===== config.mk =====
export PLATFORM = sky130hd
export DESIGN_NAME = boss_hp_ctrl_flat
export DESIGN_NICKNAME = d
export VERILOG_FILES = /design/src/rtl/boss_hp_ctrl_pkg.sv /design/src/rtl/boss_hp_ctrl_if.sv /design/src/rtl/boss_hitbox.sv /design/src/rtl/boss_hp_ctrl.sv /design/src/flat_wrapper.sv
export SDC_FILE = /design/constraint.sdc
export NUM_CORES = 1
export LEC_CHECK = 0
export CORE_MARGIN = 1.5
export CORE_UTILIZATION = 59
export CTS_CLUSTER_SIZE = 10
export DETAILED_ROUTE_END_ITERATION = 6
export DONT_BUFFER_PORTS = 1
export GPL_ROUTABILITY_DRIVEN = 0
export PLACE_DENSITY_LB_ADDON = 0.2
export SKIP_LAST_GASP = 1
export SLEW_MARGIN = 20
export SYNTH_ARGS = -nofsm -noshare
export SYNTH_HDL_FRONTEND = slang
export SYNTH_HIERARCHICAL = 1
export SYNTH_SLANG_ARGS = --single-unit

===== constraint.sdc =====
create_clock -name clk22 -period 4.3 [get_ports clk22]
set_input_delay 0.43 -clock clk22 [delete_from_list [all_inputs] [get_ports clk22]]
set_output_delay 0.43 -clock clk22 [all_outputs]
set_load 0.02 [all_outputs]

===== src/rtl/boss_hp_ctrl_pkg.sv =====
// rtl/boss_hp_ctrl_pkg.sv - shared boss HP encodings, thresholds and phase decode
package boss_hp_ctrl_pkg;

  typedef enum logic [1:0] {
    ST_WAIT   = 2'd0,
    ST_FIGHT  = 2'd1,
    ST_INVULN = 2'd2,
    ST_DEAD   = 2'd3
  } state_e;

  localparam int HP_W         = 10;
  localparam int COORD_W      = 10;
  // Shared with the movement stage so its boss-present window (0 < HP < 451) lines up.
  localparam int BOSS_HP_INIT = 450;
  localparam int PHASE1_TH    = 300;
  localparam int PHASE2_TH    = 150;

  // Phase bands: 0 above 300, 1 for 151..300, 2 for 1..150, 3 at zero.
  function automatic logic [1:0] phase_of(input logic [HP_W-1:0] hp);
    if (hp > HP_W'(PHASE1_TH))      return 2'd0;
    else if (hp > HP_W'(PHASE2_TH)) return 2'd1;
    else if (hp != '0)              return 2'd2;
    else                            return 2'd3;
  endfunction

endpackage


===== src/rtl/boss_hp_ctrl_if.sv =====
// rtl/boss_hp_ctrl_if.sv - boss position/bullet inputs and HP status outputs
interface boss_hp_ctrl_if;
  import boss_hp_ctrl_pkg::*;

  logic               boss;
  logic [COORD_W-1:0] bossx;
  logic [COORD_W-1:0] bossy;
  logic               bullet_valid;
  logic [COORD_W-1:0] bulletx;
  logic [COORD_W-1:0] bullety;
  logic [HP_W-1:0]    bosshp;
  logic [1:0]         phase;
  logic               hit_flash;
  logic               bullet_hit;
  logic               boss_dead;

  modport master (
    output boss, bossx, bossy, bullet_valid, bulletx, bullety,
    input  bosshp, phase, hit_flash, bullet_hit, boss_dead
  );

  modport slave (
    input  boss, bossx, bossy, bullet_valid, bulletx, bullety,
    output bosshp, phase, hit_flash, bullet_hit, boss_dead
  );

endinterface


===== src/rtl/boss_hitbox.sv =====
// rtl/boss_hitbox.sv - combinational point-in-box compare with exclusive right/bottom edges
module boss_hitbox
  import boss_hp_ctrl_pkg::*;
#(
  parameter int W = 100,
  parameter int H = 60
) (
  input  logic               valid_i,
  input  logic               en_i,
  input  logic [COORD_W-1:0] boxx_i,
  input  logic [COORD_W-1:0] boxy_i,
  input  logic [COORD_W-1:0] ptx_i,
  input  logic [COORD_W-1:0] pty_i,
  output logic               hit_o
);

  logic [COORD_W:0] right_edge;
  logic [COORD_W:0] bottom_edge;

  // Edges are one bit wider than coordinates so a box near 1023 never wraps.
  always_comb begin
    right_edge  = {1'b0, boxx_i} + (COORD_W+1)'(W);
    bottom_edge = {1'b0, boxy_i} + (COORD_W+1)'(H);
    hit_o = valid_i && en_i
         && (ptx_i >= boxx_i) && ({1'b0, ptx_i} < right_edge)
         && (pty_i >= boxy_i) && ({1'b0, pty_i} < bottom_edge);
  end

endmodule


===== src/rtl/boss_hp_ctrl.sv =====
// rtl/boss_hp_ctrl.sv - boss hit-point FSM with post-hit invulnerability window
module boss_hp_ctrl
  import boss_hp_ctrl_pkg::*;
#(
  parameter int HP_INIT    = BOSS_HP_INIT,
  parameter int DMG        = 10,
  parameter int BOSS_W     = 100,
  parameter int BOSS_H     = 60,
  parameter int INVULN_CYC = 8
) (
  input logic           clk22,
  input logic           rst,
  boss_hp_ctrl_if.slave bus
);

  localparam int CW = (INVULN_CYC > 2) ? $clog2(INVULN_CYC) : 1;

  state_e            state_q, state_d;
  logic [HP_W-1:0]   hp_q, hp_d;
  logic [CW-1:0]     cnt_q, cnt_d;
  logic [1:0]        phase_q;
  logic              flash_q;
  logic              bhit_q, bhit_d;
  logic              dead_q;
  logic              hit;

  // boss is part of the hit term, so boss==0 in FIGHT can never also be a hit.
  boss_hitbox #(.W(BOSS_W), .H(BOSS_H)) u_hitbox (
    .valid_i (bus.bullet_valid),
    .en_i    (bus.boss),
    .boxx_i  (bus.bossx),
    .boxy_i  (bus.bossy),
    .ptx_i   (bus.bulletx),
    .pty_i   (bus.bullety),
    .hit_o   (hit)
  );

  // Next-state, HP and invulnerability counter; hits only count in FIGHT.
  always_comb begin
    state_d = state_q;
    hp_d    = hp_q;
    cnt_d   = cnt_q;
    bhit_d  = 1'b0;
    unique case (state_q)
      ST_WAIT: begin
        if (bus.boss) state_d = ST_FIGHT;
      end
      ST_FIGHT: begin
        if (hit) begin
          bhit_d = 1'b1;
          hp_d   = (hp_q > HP_W'(DMG)) ? hp_q - HP_W'(DMG) : '0;
          if (hp_d == '0) begin
            state_d = ST_DEAD;
          end else begin
            state_d = ST_INVULN;
            cnt_d   = CW'(INVULN_CYC - 1);
          end
        end else if (!bus.boss) begin
          state_d = ST_WAIT;
        end
      end
      ST_INVULN: begin
        if (!bus.boss) begin
          state_d = ST_WAIT;
          cnt_d   = '0;
        end else if (cnt_q == '0) begin
          state_d = ST_FIGHT;
        end else begin
          cnt_d = cnt_q - CW'(1);
        end
      end
      ST_DEAD: begin
        hp_d = '0;
      end
      default: begin
        state_d = ST_WAIT;
      end
    endcase
  end

  // State and registered outputs; status flags follow the next state so they align with bosshp.
  always_ff @(posedge clk22) begin
    if (rst) begin
      state_q <= ST_WAIT;
      hp_q    <= HP_W'(HP_INIT);
      cnt_q   <= '0;
      phase_q <= phase_of(HP_W'(HP_INIT));
      flash_q <= 1'b0;
      bhit_q  <= 1'b0;
      dead_q  <= 1'b0;
    end else begin
      state_q <= state_d;
      hp_q    <= hp_d;
      cnt_q   <= cnt_d;
      phase_q <= phase_of(hp_d);
      flash_q <= (state_d == ST_INVULN);
      bhit_q  <= bhit_d;
      dead_q  <= (state_d == ST_DEAD);
    end
  end

  assign bus.bosshp     = hp_q;
  assign bus.phase      = phase_q;
  assign bus.hit_flash  = flash_q;
  assign bus.bullet_hit = bhit_q;
  assign bus.boss_dead  = dead_q;

endmodule

===== src/flat_wrapper.sv =====
// flat-port wrapper written by rule: the top's interface ports become plain ports
module boss_hp_ctrl_flat import boss_hp_ctrl_pkg::*;
#(
  parameter int HP_INIT    = BOSS_HP_INIT,
  parameter int DMG        = 10,
  parameter int BOSS_W     = 100,
  parameter int BOSS_H     = 60,
  parameter int INVULN_CYC = 8
)
  (clk22, rst, bus_boss, bus_bossx, bus_bossy, bus_bullet_valid, bus_bulletx, bus_bullety, bus_bosshp, bus_phase, bus_hit_flash, bus_bullet_hit, bus_boss_dead);
  boss_hp_ctrl_if bus_i ();
  input logic clk22;
  input logic rst;
  input wire logic [$bits(bus_i.boss)-1:0] bus_boss;
  input wire logic [$bits(bus_i.bossx)-1:0] bus_bossx;
  input wire logic [$bits(bus_i.bossy)-1:0] bus_bossy;
  input wire logic [$bits(bus_i.bullet_valid)-1:0] bus_bullet_valid;
  input wire logic [$bits(bus_i.bulletx)-1:0] bus_bulletx;
  input wire logic [$bits(bus_i.bullety)-1:0] bus_bullety;
  output wire logic [$bits(bus_i.bosshp)-1:0] bus_bosshp;
  output wire logic [$bits(bus_i.phase)-1:0] bus_phase;
  output wire logic [$bits(bus_i.hit_flash)-1:0] bus_hit_flash;
  output wire logic [$bits(bus_i.bullet_hit)-1:0] bus_bullet_hit;
  output wire logic [$bits(bus_i.boss_dead)-1:0] bus_boss_dead;
  assign bus_i.boss = bus_boss;
  assign bus_i.bossx = bus_bossx;
  assign bus_i.bossy = bus_bossy;
  assign bus_i.bullet_valid = bus_bullet_valid;
  assign bus_i.bulletx = bus_bulletx;
  assign bus_i.bullety = bus_bullety;
  assign bus_bosshp = bus_i.bosshp;
  assign bus_phase = bus_i.phase;
  assign bus_hit_flash = bus_i.hit_flash;
  assign bus_bullet_hit = bus_i.bullet_hit;
  assign bus_boss_dead = bus_i.boss_dead;
  boss_hp_ctrl #(.HP_INIT(HP_INIT), .DMG(DMG), .BOSS_W(BOSS_W), .BOSS_H(BOSS_H), .INVULN_CYC(INVULN_CYC)) u_core (.clk22(clk22), .rst(rst), .bus(bus_i));
endmodule

==> results.tsv <==
metric	value	unit
Worst Skew	0.00414	ns
register area share after synthesis	15.8	%
worst flop-to-flop path startpoint	u_core/bus.bosshp[1]$_SDFF_PP1_	
Layout area overhead	3.40	%
Yosys cell types	68	
most frequent cell after synthesis	ha_1	
drt total wl	5430	microns
Design Area, Final	0.00263	sq mm
Hold/Removal Path Class	in -> reg	
RSZ-0062 raised after global routing	no	
Arrival @ worst endpoint	4.07	ns
Critical Path Start	bus_bossy[2]	
antenna cells	0	
DR pass1 iterations	4	
share of post-route cells with drive strength above 1	9.27	%
Synth Cell Area	0.00254	sq mm
PortBufs	0	
TNS Setup	0	ns
die width	68.6	microns
placed insts	359	
hold_buf cts	0	
die area	0.00471	sq mm
post-route ant nets	0	
wire per inst	15.0	microns
Initial Util	62.6	%
worst vdd ir	0.179	mV
Post-CTS Repair Setup Buffers	0	
fillers	362	
Final Hold Viols	0	
Max-cap violations	0	
Synth top area share	22.7	%
synthesized net count	405	
EDFF count, synth	0	
Tmin final	3.90	ns
Mapped Cells	315	
Post-synth ARST share	0	%
crit path max fanout	4	
Via density	6.19	
CP endpoint kind	flop	
Avg Synthesized Cell Area	8.06	sq um
via count	2247	
CP Launch Type	primary input	
Worst-path clk slew	0.07	ns
FP Rows	23	
Pwr per Cell Area	185	mW/mm^2
Hold Worst Slack	0.229	ns
Ys Warns	6	
Layout Nets	404	
grt ovf	0	
CTS H-tree lvls	1	
status	complete, no violations	
Clock Root Buffer	clkbuf_8	
max_slew headroom	38.4	%
Tot GR Track Use	23.4	%
1st-iter DRT viols	86	
Post-CTS Resized	0	
worst-margin pin slew	0.913	ns
Final Non-Filler Cells	363	
Hold Startpoint	rst	
Synth area leaders	ha_1 (23%), dfxtp_1 (16%), inv_1 (5.2%)	
Die H	68.6	microns
Worst Path Class, Setup	in -> reg	
Leak Pwr	1.09	nW
top cell types by occurrence after synthesis	ha_1 (46), inv_1 (35), o21ai_0 (23)	
vias in the first global route	2112	
DP Area	0.00257	sq mm
initial antenna violation count	0	
post-synth top area cell	ha_1	
maximum clock frequency	256	MHz
Max clock buf depth	2	
drc violations	0	
largest net degree at the start of global routing	18	
WP data required	4.47	ns
final worst-path cycle share	90.7	%
CTS buffer count	3	
hpwl dp	4520	microns
I/O pin count	59	
CTS Sinks	20	
CTS tree	built	
clk_lat worst skew	0.25	ns
#FFs+latches synth	20	
first-pass GRT wire length	8640	microns
final setup vio count	0	
Slew Viols, Final	0	
Main synth FF type	dfxtp_1	
core footprint	0.00406	sq mm
==> kinds of logic (layout without fill, tap and decap cells) <==
family	Yosys count	in the layout	synth area share [%]
adder cells (fa/ha/maj)	46	46	22.7
multiplexers	2	2	0.789
buffers and inverters	46	44	7.59
XOR/XNOR	12	12	4.14
AO/OA/AOI/OAI	94	94	26.3
flip-flops	20	20	15.8
AND/OR/NAND/NOR	95	95	22.8
==> metal layers <==
layer  global-route usage [%]  wire (microns)  up-vias  part of all wire (%)
met5                        0               0        -                     0
met4                     8.25              43        0                  0.79
met3                     3.41             334        4                   6.1
met2                     42.2            2630       75                    48
met1                     28.1            2420     1026                    45
li1                         -               -     1142                     -
==> through the flow <==
step	total power, mW	utilization (%)	setup slack (ns)
after global routing	0.522	64.7	0.0700
final	0.484	64.7	0.401
after floorplan	0.322	-	0.228
after global placement	0.344	63.3	0.280
after detailed placement	0.349	63.3	0.185
after CTS	0.492	64.7	0.437
==> cell type report <==
type	count	area (sq um)	share of cell area, %
Multi-Input combinational cell	249	1950	74.1
Tap cell	50	62.6	2.38
Inverter	37	139	5.29
Sequential cell	20	400	15.3
Clock buffer	4	55.1	2.10
Timing Repair Buffer	3	22.5	0.858
==> critical path, cell delays in order <==
cell and delay (ns):
inv_1 0.06, ha_1 0.18, nor3b_2 0.33, nor3_1 0.11, xnor2_1 0.14, ha_1 0.29, a21o_1 0.18, a21oi_1 0.13
o221ai_1 0.11, o21bai_1 0.18, nor4b_2 0.31, nand2_1 0.14, o41ai_1 0.88, nor3_1 0.09, o22ai_1 0.25, a31oi_1 0.09
o31ai_2 0.18
==> state kept, by name, summed over array words and instances (netlist names) <==
register               flops
u_core/cnt_q               3
u_core/state_q             2
u_core/bus.phase           2
u_core/bus.bosshp         10
u_core/bus.hit_flash       1
u_core/bus.boss_dead       1
u_core/bus.bullet_hit      1
==> power breakdown <==
group / switching (mW) / total, mW / internal [mW]
Clock: 0.0593 / 0.141 / 0.0814
Sequential: 0.00576 / 0.196 / 0.190
Combinational: 0.0788 / 0.148 / 0.0692
Total: 0.144 / 0.484 / 0.341
==> path summary, 6_finish.rpt <==
kind                                          to  slack (ns)  cells past startpoint
setup reg to reg  u_core/bus.phase[0]$_SDFF_PP0_        1.38                      9
setup / recovery  u_core/bus.phase[0]$_SDFF_PP0_        0.40                     17
hold reg to reg     u_core/cnt_q[1]$_SDFFE_PP0P_        0.53                      2
hold / removal      u_core/cnt_q[0]$_SDFFE_PP0P_        0.23                      1
==> cell usage in the layout (no fill, tap or decap), types with 4 or more instances in the layout <==
| cell | synthesis | routed |
|---|---|---|
| nand2_1 | 19 | 19 |
| nand2b_1 | 6 | 6 |
| or3_1 | 5 | 5 |
| a211oi_1 | 6 | 6 |
| a211o_1 | 4 | 4 |
| nor3_1 | 8 | 8 |
| nor2_1 | 14 | 14 |
| dfxtp_1 | 20 | 20 |
| and2_1 | 5 | 5 |
| nor2b_1 | 8 | 8 |
| o211ai_1 | 5 | 5 |
| o21ai_0 | 23 | 23 |
| a21oi_1 | 16 | 16 |
| nand3_1 | 8 | 8 |
| xnor2_1 | 12 | 12 |
| ha_1 | 46 | 46 |
| inv_1 | 35 | 35 |
| clkbuf_8 | 0 | 4 |
Power figures use the tool's default switching activity.
